==> src/rtl/ram_arbiter_pkg.sv <==
// Shared definitions for the image byte RAM arbiter: data/address widths,
// the arbiter state encoding and small elaboration-time helpers.
package ram_arbiter_pkg;

   // Image RAM geometry shared by every requester.
   localparam int BYTE_WIDTH = 8;
   localparam int ADDR_WIDTH = 16;

   typedef enum logic {
      ST_IDLE  = 1'b0,
      ST_GRANT = 1'b1
   } arb_state_t;

   // Width of an index into n requesters (at least one bit).
   function automatic int idx_width(input int n);
      return (n > 1) ? $clog2(n) : 1;
   endfunction

endpackage

==> src/rtl/ram_arbiter_rr_picker.sv <==
// Round-robin picker: one-hot winner is the first set req bit at or after
// ptr, searching upward and wrapping modulo NUM_REQ. Purely combinational.
module rr_picker
   import ram_arbiter_pkg::*;
#(
   parameter int NUM_REQ = 4,
   parameter int IDX_W   = idx_width(NUM_REQ)
) (
   input  logic [NUM_REQ-1:0] req,
   input  logic [IDX_W-1:0]   ptr,
   output logic [NUM_REQ-1:0] winner
);

   // Scan from the farthest candidate back to ptr so the closest hit wins.
   always_comb begin
      winner = '0;
      for (int k = NUM_REQ - 1; k >= 0; k--) begin
         if (req[(int'(ptr) + k) % NUM_REQ]) begin
            winner = '0;
            winner[(int'(ptr) + k) % NUM_REQ] = 1'b1;
         end
      end
   end

endmodule

==> src/rtl/ram_arbiter.sv <==
// Round-robin arbiter sharing one image byte RAM between NUM_REQ requesters.
// A grant is a lock held while req stays high; handover is zero-bubble and an
// optional hold limit revokes a long grant when someone else is waiting.
module ram_arbiter
   import ram_arbiter_pkg::*;
#(
   parameter int NUM_REQ  = 4,
   parameter int MAX_HOLD = 1024
) (
   input  logic                             clk,
   input  logic                             rst_n,
   input  logic [NUM_REQ-1:0]               req,
   input  logic [NUM_REQ-1:0]               req_ren,
   input  logic [NUM_REQ-1:0]               req_wen,
   input  logic [NUM_REQ*ADDR_WIDTH-1:0]    req_addr,
   input  logic [NUM_REQ*BYTE_WIDTH-1:0]    req_wdata,
   output logic [NUM_REQ-1:0]               gnt,
   output logic [NUM_REQ-1:0]               rdata_valid,
   output logic [BYTE_WIDTH-1:0]            rdata,
   output logic                             RAM_ren,
   output logic                             RAM_wen,
   output logic [ADDR_WIDTH-1:0]            RAM_addr,
   output logic [BYTE_WIDTH-1:0]            RAM_in,
   input  logic [BYTE_WIDTH-1:0]            RAM_out,
   output logic                             busy
);

   localparam int IDX_W  = idx_width(NUM_REQ);
   localparam int HOLD_W = (MAX_HOLD > 0) ? $clog2(MAX_HOLD + 1) : 1;
   localparam logic [HOLD_W-1:0] HOLD_MAX = HOLD_W'(MAX_HOLD);

   arb_state_t         state;
   logic [IDX_W-1:0]   ptr;
   logic [IDX_W-1:0]   gnt_idx;
   logic [IDX_W-1:0]   nxt_idx;
   logic [IDX_W-1:0]   win_idx;
   logic [IDX_W-1:0]   pick_ptr;
   logic [NUM_REQ-1:0] pick_req;
   logic [NUM_REQ-1:0] winner;
   logic [HOLD_W-1:0]  hold_cnt;
   logic [HOLD_W-1:0]  hold_inc;
   logic               holder_drop;
   logic               hold_expired;

   // Saturating increment: the hold counter sticks at MAX_HOLD, never wraps.
   function automatic logic [HOLD_W-1:0] sat_inc(input logic [HOLD_W-1:0] v);
      return (v >= HOLD_MAX) ? HOLD_MAX : v + 1'b1;
   endfunction

   // Candidates exclude the current holder; while granted, the search starts
   // just past the holder, which is where ptr lands once the grant ends.
   assign nxt_idx  = (gnt_idx == IDX_W'(NUM_REQ - 1)) ? '0 : gnt_idx + 1'b1;
   assign pick_req = req & ~gnt;
   assign pick_ptr = (state == ST_GRANT) ? nxt_idx : ptr;

   rr_picker #(
      .NUM_REQ (NUM_REQ),
      .IDX_W   (IDX_W)
   ) u_picker (
      .req    (pick_req),
      .ptr    (pick_ptr),
      .winner (winner)
   );

   // Encode the one-hot winner into an index for the data muxes.
   always_comb begin
      win_idx = '0;
      for (int i = 0; i < NUM_REQ; i++) begin
         if (winner[i]) win_idx = IDX_W'(i);
      end
   end

   // The current cycle counts toward the hold; revoke once it reaches the limit.
   assign hold_inc     = sat_inc(hold_cnt);
   assign holder_drop  = ~req[gnt_idx];
   assign hold_expired = (MAX_HOLD != 0) && (hold_inc >= HOLD_MAX) && (|pick_req);

   // Arbiter FSM: grant, handover, revocation and round-robin pointer update.
   always_ff @(posedge clk or negedge rst_n) begin
      if (!rst_n) begin
         state    <= ST_IDLE;
         gnt      <= '0;
         gnt_idx  <= '0;
         ptr      <= '0;
         hold_cnt <= '0;
      end else if (state == ST_IDLE) begin
         if (|req) begin
            state    <= ST_GRANT;
            gnt      <= winner;
            gnt_idx  <= win_idx;
            hold_cnt <= '0;
         end
      end else begin
         if (holder_drop || hold_expired) begin
            ptr      <= nxt_idx;
            hold_cnt <= '0;
            if (|pick_req) begin
               gnt     <= winner;
               gnt_idx <= win_idx;
            end else begin
               state <= ST_IDLE;
               gnt   <= '0;
            end
         end else begin
            hold_cnt <= hold_inc;
         end
      end
   end

   // Route the holder's strobes, address and data to the RAM; write beats read.
   always_comb begin
      RAM_ren  = 1'b0;
      RAM_wen  = 1'b0;
      RAM_addr = '0;
      RAM_in   = '0;
      if (state == ST_GRANT) begin
         RAM_wen  = req_wen[gnt_idx];
         RAM_ren  = req_ren[gnt_idx] & ~req_wen[gnt_idx];
         RAM_addr = req_addr[int'(gnt_idx)*ADDR_WIDTH +: ADDR_WIDTH];
         RAM_in   = req_wdata[int'(gnt_idx)*BYTE_WIDTH +: BYTE_WIDTH];
      end
   end

   // ---- read return stage: tag the RAM_out cycle with the reading requester
   always_ff @(posedge clk or negedge rst_n) begin
      if (!rst_n) rdata_valid <= '0;
      else        rdata_valid <= RAM_ren ? gnt : '0;
   end

   assign rdata = RAM_out;
   assign busy  = |gnt;

endmodule

==> config.mk <==
export PLATFORM = sky130hd
export DESIGN_NAME = ram_arbiter
export DESIGN_NICKNAME = d
export VERILOG_FILES = /design/src/rtl/ram_arbiter_pkg.sv /design/src/rtl/ram_arbiter_rr_picker.sv /design/src/rtl/ram_arbiter.sv
export SDC_FILE = /design/constraint.sdc
export NUM_CORES = 1
export LEC_CHECK = 0
export CAP_MARGIN = 20
export CORE_ASPECT_RATIO = 0.9
export CORE_MARGIN = 2
export CORE_UTILIZATION = 30
export CTS_BUF_LIST = sky130_fd_sc_hd__clkbuf_4
export DETAILED_ROUTE_END_ITERATION = 7
export PLACE_DENSITY = 0.69
export SLEW_MARGIN = 0
export SYNTH_ARGS = -nofsm -noshare
export SYNTH_HDL_FRONTEND = slang
export SYNTH_SLANG_ARGS = --single-unit
==> constraint.sdc <==
create_clock -name clk -period 3.2 [get_ports clk]
set_input_delay 0.64 -clock clk [delete_from_list [all_inputs] [get_ports clk]]
set_output_delay 0.64 -clock clk [all_outputs]
set_load 0.02 [all_outputs]
After elaboration in Yosys (flattened, before gate mapping)
Cells that the tools add are included.

word-level totals
  logic and storage cells = 106
  register bits = 24
  input bits = 118
  output and inout bits = 43

cells by class
  mux-type cells = 55
  reduce and logical (&&, ||, !) cells = 16
  equality and inequality tests = 3
  add/subtract/negate cells = 5
  $lt $le $gt $ge = 11
  bitwise gates (word level) = 8
  shifts and indexed selects = 2

operators by type and width
  kind                                                                number
  variable part select 64 x 7 -> 16 bit                               1
  two-way mux 11 bit                                                  4
  two-way mux 4 bit                                                   9
  variable part select 32 x 6 -> 8 bit                                1
  greater-or-equal comparator 11 bit (second input constant)          2
  two-way mux 1 bit                                                   21
  two-way mux 16 bit                                                  1
  two-way mux 2 bit                                                   8
  binary-select mux 1 bit (select 2 bit)                              7
  < comparator 3 x 4 -> 1 bit (second input constant)                 3
  OR reduction 4 bit                                                  3
  adder 11 x 1 -> 11 bit (second input constant)                      1
  greater-or-equal comparator 3 x 1 -> 1 bit (second input constant)  3
  demux 1 bit (select 2 bit)                                          4
  two-way mux 8 bit                                                   1
  < comparator 2 x 3 -> 1 bit (second input constant)                 2
  OR reduction 2 bit                                                  3
  logical AND 1 bit                                                   5
  adder 2 x 1 -> 2 bit (second input constant)                        2
  adder 2 bit (second input constant)                                 2
  bitwise AND 4 bit                                                   1
  != test 2 x 1 -> 1 bit (second input constant)                      2
  inverter 4 bit                                                      1
  AND reduction 2 bit                                                 2
  8 further kinds                                                     11

Depth between registers and ports, before layout
Gate-level depths: netlist of run 1.

  word-level depth = 20
  gate-level depth with buffers = 10
  gate-level depth less buffers = 10

Hierarchy
Synthesis of run 1 repeated with hierarchy kept, for this count alone.

unflattened totals
  cell total of the unflattened synthesis = 269
  area, all modules = 2,755.1 um^2

modules (own cells, without submodules)
  module       instances  seq. area each (um^2)  area an instance (um^2)  cells an instance
  ram_arbiter  1          600.6                  2,342.2                  222
  rr_picker    1          0.0                    412.9                    47

Worst setup path after synthesis of run 1
No wires, ideal clock.

  path kind = register -> register
  from = register gnt_idx[0]
  to = register gnt_idx[0]
  stages on the path, launching flop included = 8
  arrival = 2,600 ps
  setup slack = 474 ps
  buffers on the path = 0
  period minus slack after synthesis = 2,726 ps
  path through = dfrtp_1 -> ha_1 -> mux2i_2 -> ha_1 -> mux4_2 -> a221oi_1 -> o31ai_2 -> a221o_1

between the ends
  cells in the longest elaborated chain, start to end = 20

RTL lines
  item                                                                                                                    line                                                      RTL
  start, declared                                                                                                         ram_arbiter.sv:34                                         logic [IDX_W-1:0] gnt_idx;
  start signal, assigned                                                                                                  ram_arbiter.sv:90                                         gnt_idx <= win_idx;
  start signal, assigned                                                                                                  ram_arbiter.sv:99                                         gnt_idx <= win_idx;
  adder 2 x 1 -> 2 bit / == test 2 bit (equally long branches)                                                            ram_arbiter.sv:52                                         assign nxt_idx = (gnt_idx == IDX_W'(NUM_REQ - 1)) ? '0 : gnt_idx + 1'b1;
  two-way mux 2 bit (*)                                                                                                   ram_arbiter.sv:52
  net nxt_idx[1]                                                                                                          ram_arbiter.sv:35                                         logic [IDX_W-1:0] nxt_idx;
  two-way mux 2 bit (*)                                                                                                   ram_arbiter.sv:54                                         assign pick_ptr = (state == ST_GRANT) ? nxt_idx : ptr;
  adder 2 bit                                                                                                             ram_arbiter_rr_picker.sv:18, ram_arbiter_rr_picker.sv:20
  OR reduction 2 bit (no source line)                                                                                     -
  bitwise AND 1 bit (no source line)                                                                                      -
  < comparator 3 x 4 -> 1 bit (not written as such) / greater-or-equal comparator 3 x 1 -> 1 bit (equally long branches)  ram_arbiter_rr_picker.sv:20                               winner[(int'(ptr) + k) % NUM_REQ] = 1'b1;
  [... 3 more ...]                                                                                                        -
  two-way mux 4 bit (3 in series)                                                                                         ram_arbiter_rr_picker.sv:18                               if (req[(int'(ptr) + k) % NUM_REQ]) begin
  two-way mux 4 bit (*)                                                                                                   ram_arbiter_rr_picker.sv:18
  two-way mux 1 bit                                                                                                       ram_arbiter.sv:69                                         if (winner[i]) win_idx = IDX_W'(i);
  two-way mux 2 bit                                                                                                       ram_arbiter.sv:69
  two-way mux 2 bit (*)                                                                                                   ram_arbiter.sv:69
  two-way mux 2 bit                                                                                                       ram_arbiter.sv:97                                         if (|pick_req) begin
  two-way mux 2 bit                                                                                                       ram_arbiter.sv:94                                         if (holder_drop || hold_expired) begin
  two-way mux 2 bit (*)                                                                                                   ram_arbiter.sv:86                                         end else if (state == ST_IDLE) begin

The timed path passes the listed nets; every way through them passes the cells marked *. The select of a mux whose other input is x is not followed.
A chain may end at the register's enable or synchronous reset.

Final worst setup path of run 1
  from = input req_wen[1]
  to = output RAM_ren

between the ends
  cells in the longest elaborated chain, start to end = 5

RTL lines
  item                                     line                RTL
  start, declared                          ram_arbiter.sv:14   input logic [NUM_REQ-1:0] req_wen,
  binary-select mux 1 bit (select 2 bit)   ram_arbiter.sv:118  RAM_ren = req_ren[gnt_idx] & ~req_wen[gnt_idx];
  two-way mux 1 bit (not written as such)  ram_arbiter.sv:118
  inverter 1 bit                           ram_arbiter.sv:118
  bitwise AND 1 bit                        ram_arbiter.sv:118
  two-way mux 1 bit                        ram_arbiter.sv:116  if (state == ST_GRANT) begin
  end, declared                            ram_arbiter.sv:20   output logic RAM_ren,

No other way between the ends. The select of a mux whose other input is x is not followed.

==> results.txt, run 1 <==
Post-synth EDFFs -> 0
Share of cells above drive strength 1 -> 16.6%
WL/cell -> 17.6 µm
First-pass GRT wire length -> 12900 µm
Critical path class -> in2out
Total power -> 3.62 mW
Row cnt -> 31
Yosys top cell by area -> mux4_2
GPL Wtd Cong -> 0.810
Chip Width -> 99.2 µm
Root Driver -> clkbuf_4
HPWL Detailed -> 6880 µm
Vias in the first global route -> 2377
Setup Buffers After CTS -> 0
Fin cells -> 467
Core area -> 7990 µm²
Hold Fails Final Rpt -> 0
CTS tree -> yes
P per Cell Area -> 895 nW/µm²
Tot GR Track Use -> 18.3%
Min setup slack post-route -> 0.0765 ns
Fraction of post-synthesis cell area in the top cell type by area -> 27.6%
Clock slew at reported path FFs -> 0.14 ns
Detailed Route WL -> 8230 µm
Initial core utilization -> 30.6%
Top FF cell, synth -> dfrtp_1
Via count -> 2400
Arrival time at the worst endpoint -> 2.48 ns
Post-synthesis async set-or-reset flop share -> 100%
Dpl cells -> 463
Crit path required time -> 2.56 ns
Syn Nets -> 356
Status -> finished, final reports clean
Fmax -> 0.320 GHz
Clk_skew -> 0.0181 ns
H-tree Lvls -> 1
Ranking of synthesized cells by area -> mux4_2 (28%), dfrtp_1 (25%), and2_1 (7.4%)
Min-Delay Path Class -> reg2reg
Leak -> 1.59 nW
Clock latency on the worst-skew pair -> 0.32 ns
Final nets -> 497
Cells after synthesis -> 228
Num CTS Buffers -> 3
Worst ir drop on vdd -> 0.000453 V
Seq/Total Area, Yosys -> 24.5%
YS warnings -> 0
Initial antenna violation count -> 0
Crit. End Element -> output port
Worst rel slew slack -> 65.0%
RSZ-0062 raised after global routing -> no
Max-Cap Viols -> 0
Max clock buf depth -> 2
TritonRoute pass-1 iters -> 4
DRC Markers -> 0
Die area -> 8900 µm²
Synthesized cell area -> 2450 µm²
Syn_area_per_cell -> 10.7 µm²
Final TNS setup -> 0 ns
Remaining antenna violation count -> 0
Final Cycle Share -> 97.6%
PortBufs -> 144
Commonest cells in the netlist -> mux4_2 (30), and2_1 (29), dfrtp_1 (24)
Hold Slack -> 0.516 ns
Minimum clock period -> 3.12 ns
Ports -> 161
# setup viols final -> 0
Peak fanout along the critical path -> 2
CTS Sinks -> 24
Area growth from synthesis to layout -> 65.3%
Pins Over Slew Limit -> 0
Setup slack at placement -> 0.0589 ns
Drt via density -> 5.14
Cell variety after synth -> 41
Critical path launch point type -> input pin
Largest net degree at the start of global routing -> 29
Cell with the most instances after synthesis -> mux4_2
Aggregate global routing overflow -> 0
Die Y -> 89.7 µm
Initial drt markers -> 111
Yosys reg bits -> 24
Diodes inserted -> 0
Worst slew pin tran -> 0.524 ns
==> report_power, final <==
group | leakage (nW) | switching (mW) | internal [mW]
Clock | 0.0279 | 0.0927 | 0.127
Combinational | 1.25 | 1.38 | 1.53
Sequential | 0.313 | 0.106 | 0.385
==> area by class of cell <==
cell class | instances | area [µm²]
sequential | 24 | 602
multi-input combinational | 177 | 1710
timing repair buffer | 155 | 1530
clock inverter | 1 | 30.0
inverter | 8 | 30.0
clock buffer | 3 | 22.5
fill | 726 | 3940
tap | 99 | 124
==> routing by layer <==
layer / track usage, % / vias up / routed length (µm)
li1: - / 1133 / -
met1: 24.1 / 1163 / 3480
met2: 30.8 / 90 / 4030
met3: 3.03 / 14 / 550
met4: 5.14 / 0 / 172
met5: 0 / - / 0
==> repair_timing <==
item / in CTS / in global routing
endpoints found under the setup margin: 0 / 15
resized for setup: 0 / 1
hold buffers: 0 / 0
==> critical path: stages <==
cell	delay, ns
clkdlybuf4s50_1	0.43
mux4_2	0.47
and3b_1	0.29
clkdlybuf4s50_1	0.65
==> worst paths after layout <==
| check | from | endpoint | slack [ns] | depth (start not counted) |
|---|---|---|---|---|
| setup / recovery | req_wen[1] | RAM_ren | 0.08 | 4 |
| hold / removal | hold_cnt[10]$_DFFE_PN0P_ | hold_cnt[10]$_DFFE_PN0P_ | 0.52 | 2 |
| setup reg to reg | gnt_idx[0]$_DFFE_PN0P_ | gnt_idx[0]$_DFFE_PN0P_ | 0.32 | 9 |
| hold reg to reg | hold_cnt[10]$_DFFE_PN0P_ | hold_cnt[10]$_DFFE_PN0P_ | 0.52 | 2 |
| max in group asynchronous | rst_n | gnt_idx[0]$_DFFE_PN0P_ | 1.95 | 2 |
| min in group asynchronous | rst_n | hold_cnt[3]$_DFFE_PN0P_ | 0.64 | 1 |
==> logic make-up after synthesis <==
logic type / Yosys count / share of synthesized area, %
simple gates: 87 / 19.3
mux: 41 / 33.9
compound gates: 38 / 11.2
xor+xnor: 1 / 0.358
buf+inv: 27 / 5.57
fa+ha+maj: 10 / 5.11
flops: 24 / 24.5
==> layout by cell type (no fill, tap or decap), types with 2 or more instances in the layout <==
| cell | netlist | layout |
|---|---|---|
| a21o_1 | 3 | 3 |
| a21oi_1 | 2 | 2 |
| a221oi_1 | 3 | 3 |
| and2_1 | 29 | 29 |
| and3_1 | 3 | 3 |
| buf_4 | 8 | 10 |
| clkbuf_4 | 0 | 3 |
| clkdlybuf4s50_1 | 0 | 144 |
| dfrtp_1 | 24 | 23 |
| ha_1 | 10 | 10 |
| inv_1 | 8 | 8 |
| mux2_2 | 3 | 3 |
| mux2i_1 | 4 | 4 |
| mux2i_4 | 3 | 3 |
| mux4_2 | 30 | 30 |
| nand2_1 | 15 | 15 |
| nand2b_1 | 6 | 6 |
| nand3_1 | 8 | 8 |
| nand4_1 | 2 | 2 |
| nor2_1 | 14 | 14 |
| nor2b_1 | 4 | 4 |
| o21ai_0 | 13 | 13 |
| o31ai_1 | 5 | 5 |
| o31ai_2 | 2 | 2 |
| o41ai_1 | 2 | 2 |
| or4_1 | 2 | 2 |
==> through the flow <==
| step | area, µm² | utilization, % |
|---|---|---|
| global route | 4050 | 50.7 |
| floorplan | 2450 | - |
| detailed placement | 3990 | 50.0 |
| CTS | 4040 | 50.6 |
| finish | 4050 | 50.7 |
| global placement | 3990 | 50.0 |
==> sequential cells by signal, summed over array words and instances, names as in the netlist <==
| signal | flops |
|---|---|
| hold_cnt | 11 |
| rdata_valid | 4 |
| state | 1 |
| gnt | 4 |
| ptr | 2 |
| gnt_idx | 2 |
Power figures use the tool's default switching activity.
==> inputs of run 2 (changes only) <==
--- a/config.mk
+++ b/config.mk
@@ -6,12 +6,15 @@
 export NUM_CORES = 1
 export LEC_CHECK = 0
 export CAP_MARGIN = 20
+export CELL_PAD_IN_SITES_DETAIL_PLACEMENT = 0
+export CELL_PAD_IN_SITES_GLOBAL_PLACEMENT = 1
 export CORE_ASPECT_RATIO = 0.9
 export CORE_MARGIN = 2
-export CORE_UTILIZATION = 30
+export CORE_UTILIZATION = 27
 export CTS_BUF_LIST = sky130_fd_sc_hd__clkbuf_4
 export DETAILED_ROUTE_END_ITERATION = 7
-export PLACE_DENSITY = 0.69
+export PLACE_DENSITY_LB_ADDON = 0.1
+export RECOVER_POWER = 100
 export SLEW_MARGIN = 0
 export SYNTH_ARGS = -nofsm -noshare
 export SYNTH_HDL_FRONTEND = slang
==> run 2 against run 1 <==
Non-clock buffer count decreased by 1. Sequential share of layout area about the same. Register-to-register slack about the same. Global-route usage decreased by 0.55 points. Worst setup slack improved by 0.046 ns. Worst hold slack improved by 0.0044 ns. Cell count increased by 4.1%. Critical path depth unchanged. Maximum frequency increased by 1.5%. Design area about the same. Sequential power decreased by 4.3%. Die area increased by 11%. Largest power group unchanged.
==> results.txt, run 2 (synthesis results as in run 1) <==
Leak -> 1.60 nW (+0.41%)
Largest register by flop count -> hold_cnt
Critical path class -> in2out
WL/cell -> 18.1 µm (+2.9%)
PostCTS Resize Cnt -> 0 (unchanged)
Post-layout util -> 46.5% (-4.1 points)
Met2 Usage GRT -> 26.3% (-4.5 points)
Max clock buf depth -> 2 (unchanged)
Met3 Resource Use GR -> 3.86% (+0.83 points)
Core area -> 8690 µm² (+8.7%)
Biggest regs -> hold_cnt (11), gnt (4), rdata_valid (4)
Buf+Inv Stages, Crit Path -> 2 (unchanged)
CTS Sinks -> 24 (unchanged)
Remaining antenna violation count -> 0 (unchanged)
TritonRoute pass-1 iters -> 4 (unchanged)
# setup viols final -> 0 (unchanged)
H-tree Lvls -> 1 (unchanged)
CTS tree -> yes
Worst path top cell family by delay -> buffers and inverters
Slowest cell on the critical path -> clkdlybuf4s50_1
Max-Cap Viols -> 0 (unchanged)
Most frequent CP cell -> clkdlybuf4s50_1
Final TNS setup -> 0 ns (unchanged)
Row cnt -> 32 (+3.2%)
Min-Delay Path Class -> reg2reg
Detailed Route WL -> 8810 µm (+7.1%)
Drt via density -> 4.87 (-5.3%)
GR Util met1 -> 26.8% (+2.6 points)
Fmax -> 0.325 GHz (+1.5%)
Minimum clock period -> 3.08 ns (-0.0459 ns)
Final Cycle Share -> 96.2% (-1.4 points)
Initial drt markers -> 123 (+11%)
R2R Path End -> gnt_idx[0]$_DFFE_PN0P_
Worst reg2reg path depth -> 9 (unchanged)
First-pass GRT wire length -> 13700 µm (+6.1%)
Area growth from synthesis to layout -> 65.2% (about the same)
HPWL Detailed -> 7040 µm (+2.3%)
GPL Wtd Cong -> 0.785 (-3.0%)
Max reg flops -> 11 (unchanged)
Vias in the first global route -> 2321 (-2.4%)
Final Cell Area -> 4040 µm² (about the same)
Arrival time at the worst endpoint -> 2.44 ns (-0.04 ns)
Largest net degree at the start of global routing -> 30 (+3.4%)
Critical path launch point type -> input pin
Fin cells -> 486 (+4.1%)
Busiest grt layer -> met1
Via count -> 2366 (-1.4%)
Ports -> 161 (unchanged)
Cells along the critical path -> clkdlybuf4s50_1 -> mux4_2 -> and3b_1 -> clkdlybuf4s50_1
Most frequent cells in the layout -> clkdlybuf4s50_1 (118), mux4_2 (30), and2_1 (26), dlygate4sd3_1 (26), dfrtp_1 (23)
Worst rel slew slack -> 12.7% (-52 points)
R2R Path Start -> gnt_idx[0]$_DFFE_PN0P_
Worst ir drop on vdd -> 0.000534 V (+18%)
Chip Width -> 104 µm (+5.2%)
CTS Hold Buffers Added -> 0 (unchanged)
Dpl cells -> 481 (+3.9%)
Peak fanout along the critical path -> 2 (unchanged)
Placed instance area -> 4010 µm² (+0.56%)
Hold Fails Final Rpt -> 0 (unchanged)
Initial core utilization -> 28.2% (-2.5 points)
Pins Over Slew Limit -> 0 (unchanged)
Share of cells above drive strength 1 -> 14.4% (-2.1 points)
RSZ-0062 raised after global routing -> no
Hold Path Depth -> 1 (-1)
Clock latency on the worst-skew pair -> 0.31 ns (about the same)
Die Y -> 94.3 µm (+5.2%)
Num CTS Buffers -> 3 (unchanged)
Diodes inserted -> 0 (unchanged)
Worst slew pin tran -> 1.31 ns (+0.785 ns)
Clock slew at reported path FFs -> 0.12 ns (-0.02 ns)
P per Cell Area -> 882 nW/µm² (-1.4%)
Status -> finished, final reports clean
Final nets -> 496 (-0.20%)
Total power -> 3.57 mW (-1.5%)
Crit path required time -> 2.56 ns (about the same)
Clk_skew -> 0.00942 ns (-0.00869 ns)
Most common cell after layout, fill and taps aside -> clkdlybuf4s50_1
Setup Buffers After CTS -> 0 (unchanged)
Hold path endpoint -> hold_cnt[3]$_DFFE_PN0P_
Critical Path Max Stage Delay -> 0.63 ns (-0.02 ns)
DRC Markers -> 0 (unchanged)
Reg2Reg Setup Slack -> 0.31 ns (about the same)
PortBufs -> 144 (unchanged)
Initial antenna violation count -> 0 (unchanged)
Tot GR Track Use -> 17.7% (-0.55 points)
Root Driver -> clkbuf_4
Crit. End Element -> output port
Die area -> 9850 µm² (+11%)
Aggregate global routing overflow -> 0 (unchanged)
Hold path startpoint -> hold_cnt[3]$_DFFE_PN0P_
==> run 2: cell types whose count changed in the layout (fill, tap and decap cells not counted), moves of 3 or more <==
cell	previous run	this run
clkdlybuf4s50_1	144	118
dlygate4sd3_1	0	26
buf_4	10	5
and2_0	0	3
and2_1	29	26
clkbuf_1	0	3
==> run 2: through the flow <==
stage          setup slack [ns]  hold WS, ns
6_report                  0.122        0.521
5_1_grt                 0.00237        0.567
4_1_cts                  0.0484        0.521
3_5_place_dp              0.107        0.498
3_3_place_gp              0.133        0.493
2_1_floorplan             0.474        0.344
==> run 2: cell type report <==
class	count	area (µm²)
Fill cell	850	4640
Multi-Input combinational cell	177	1690
Timing Repair Buffer	154	1520
Sequential cell	24	602
Tap cell	119	149
Clock inverter	1	30.0
Inverter	8	30.0
Clock buffer	3	22.5
==> run 2: report_power, final <==
part	switching [mW]	internal (mW)
Clock	0.0902	0.127
Sequential	0.0850	0.385
Combinational	1.41	1.47
==> run 2: worst max-delay path by stage <==
stage                                 from                endpoint  cells past startpoint
global route        gnt_idx[1]$_DFFE_PN0P_                 RAM_ren                      4
detailed placement              req_wen[0]                 RAM_ren                      4
CTS                 gnt_idx[0]$_DFFE_PN0P_                 RAM_ren                      4
global placement                req_wen[3]                 RAM_ren                      4
finish                          req_wen[3]                 RAM_ren                      4
floorplan           gnt_idx[0]$_DFFE_PN0P_  gnt_idx[0]$_DFFE_PN0P_                      7
==> run 2: metal layers <==
metal	vias up	part of all wire, %
met4	0	0.73
met1	1137	49
met3	6	6.2
met5	-	0
met2	89	44
li1	1134	-
==> inputs of run 3 (changes only) <==
--- a/config.mk
+++ b/config.mk
@@ -12,6 +12,7 @@
 export CORE_MARGIN = 2
 export CORE_UTILIZATION = 27
 export CTS_BUF_LIST = sky130_fd_sc_hd__clkbuf_4
+export CTS_CLUSTER_DIAMETER = 100
 export DETAILED_ROUTE_END_ITERATION = 7
 export PLACE_DENSITY_LB_ADDON = 0.1
 export RECOVER_POWER = 100
==> results of run 3 <==
Same layout as run 2: the final DEF is identical, and so are final timing and power.
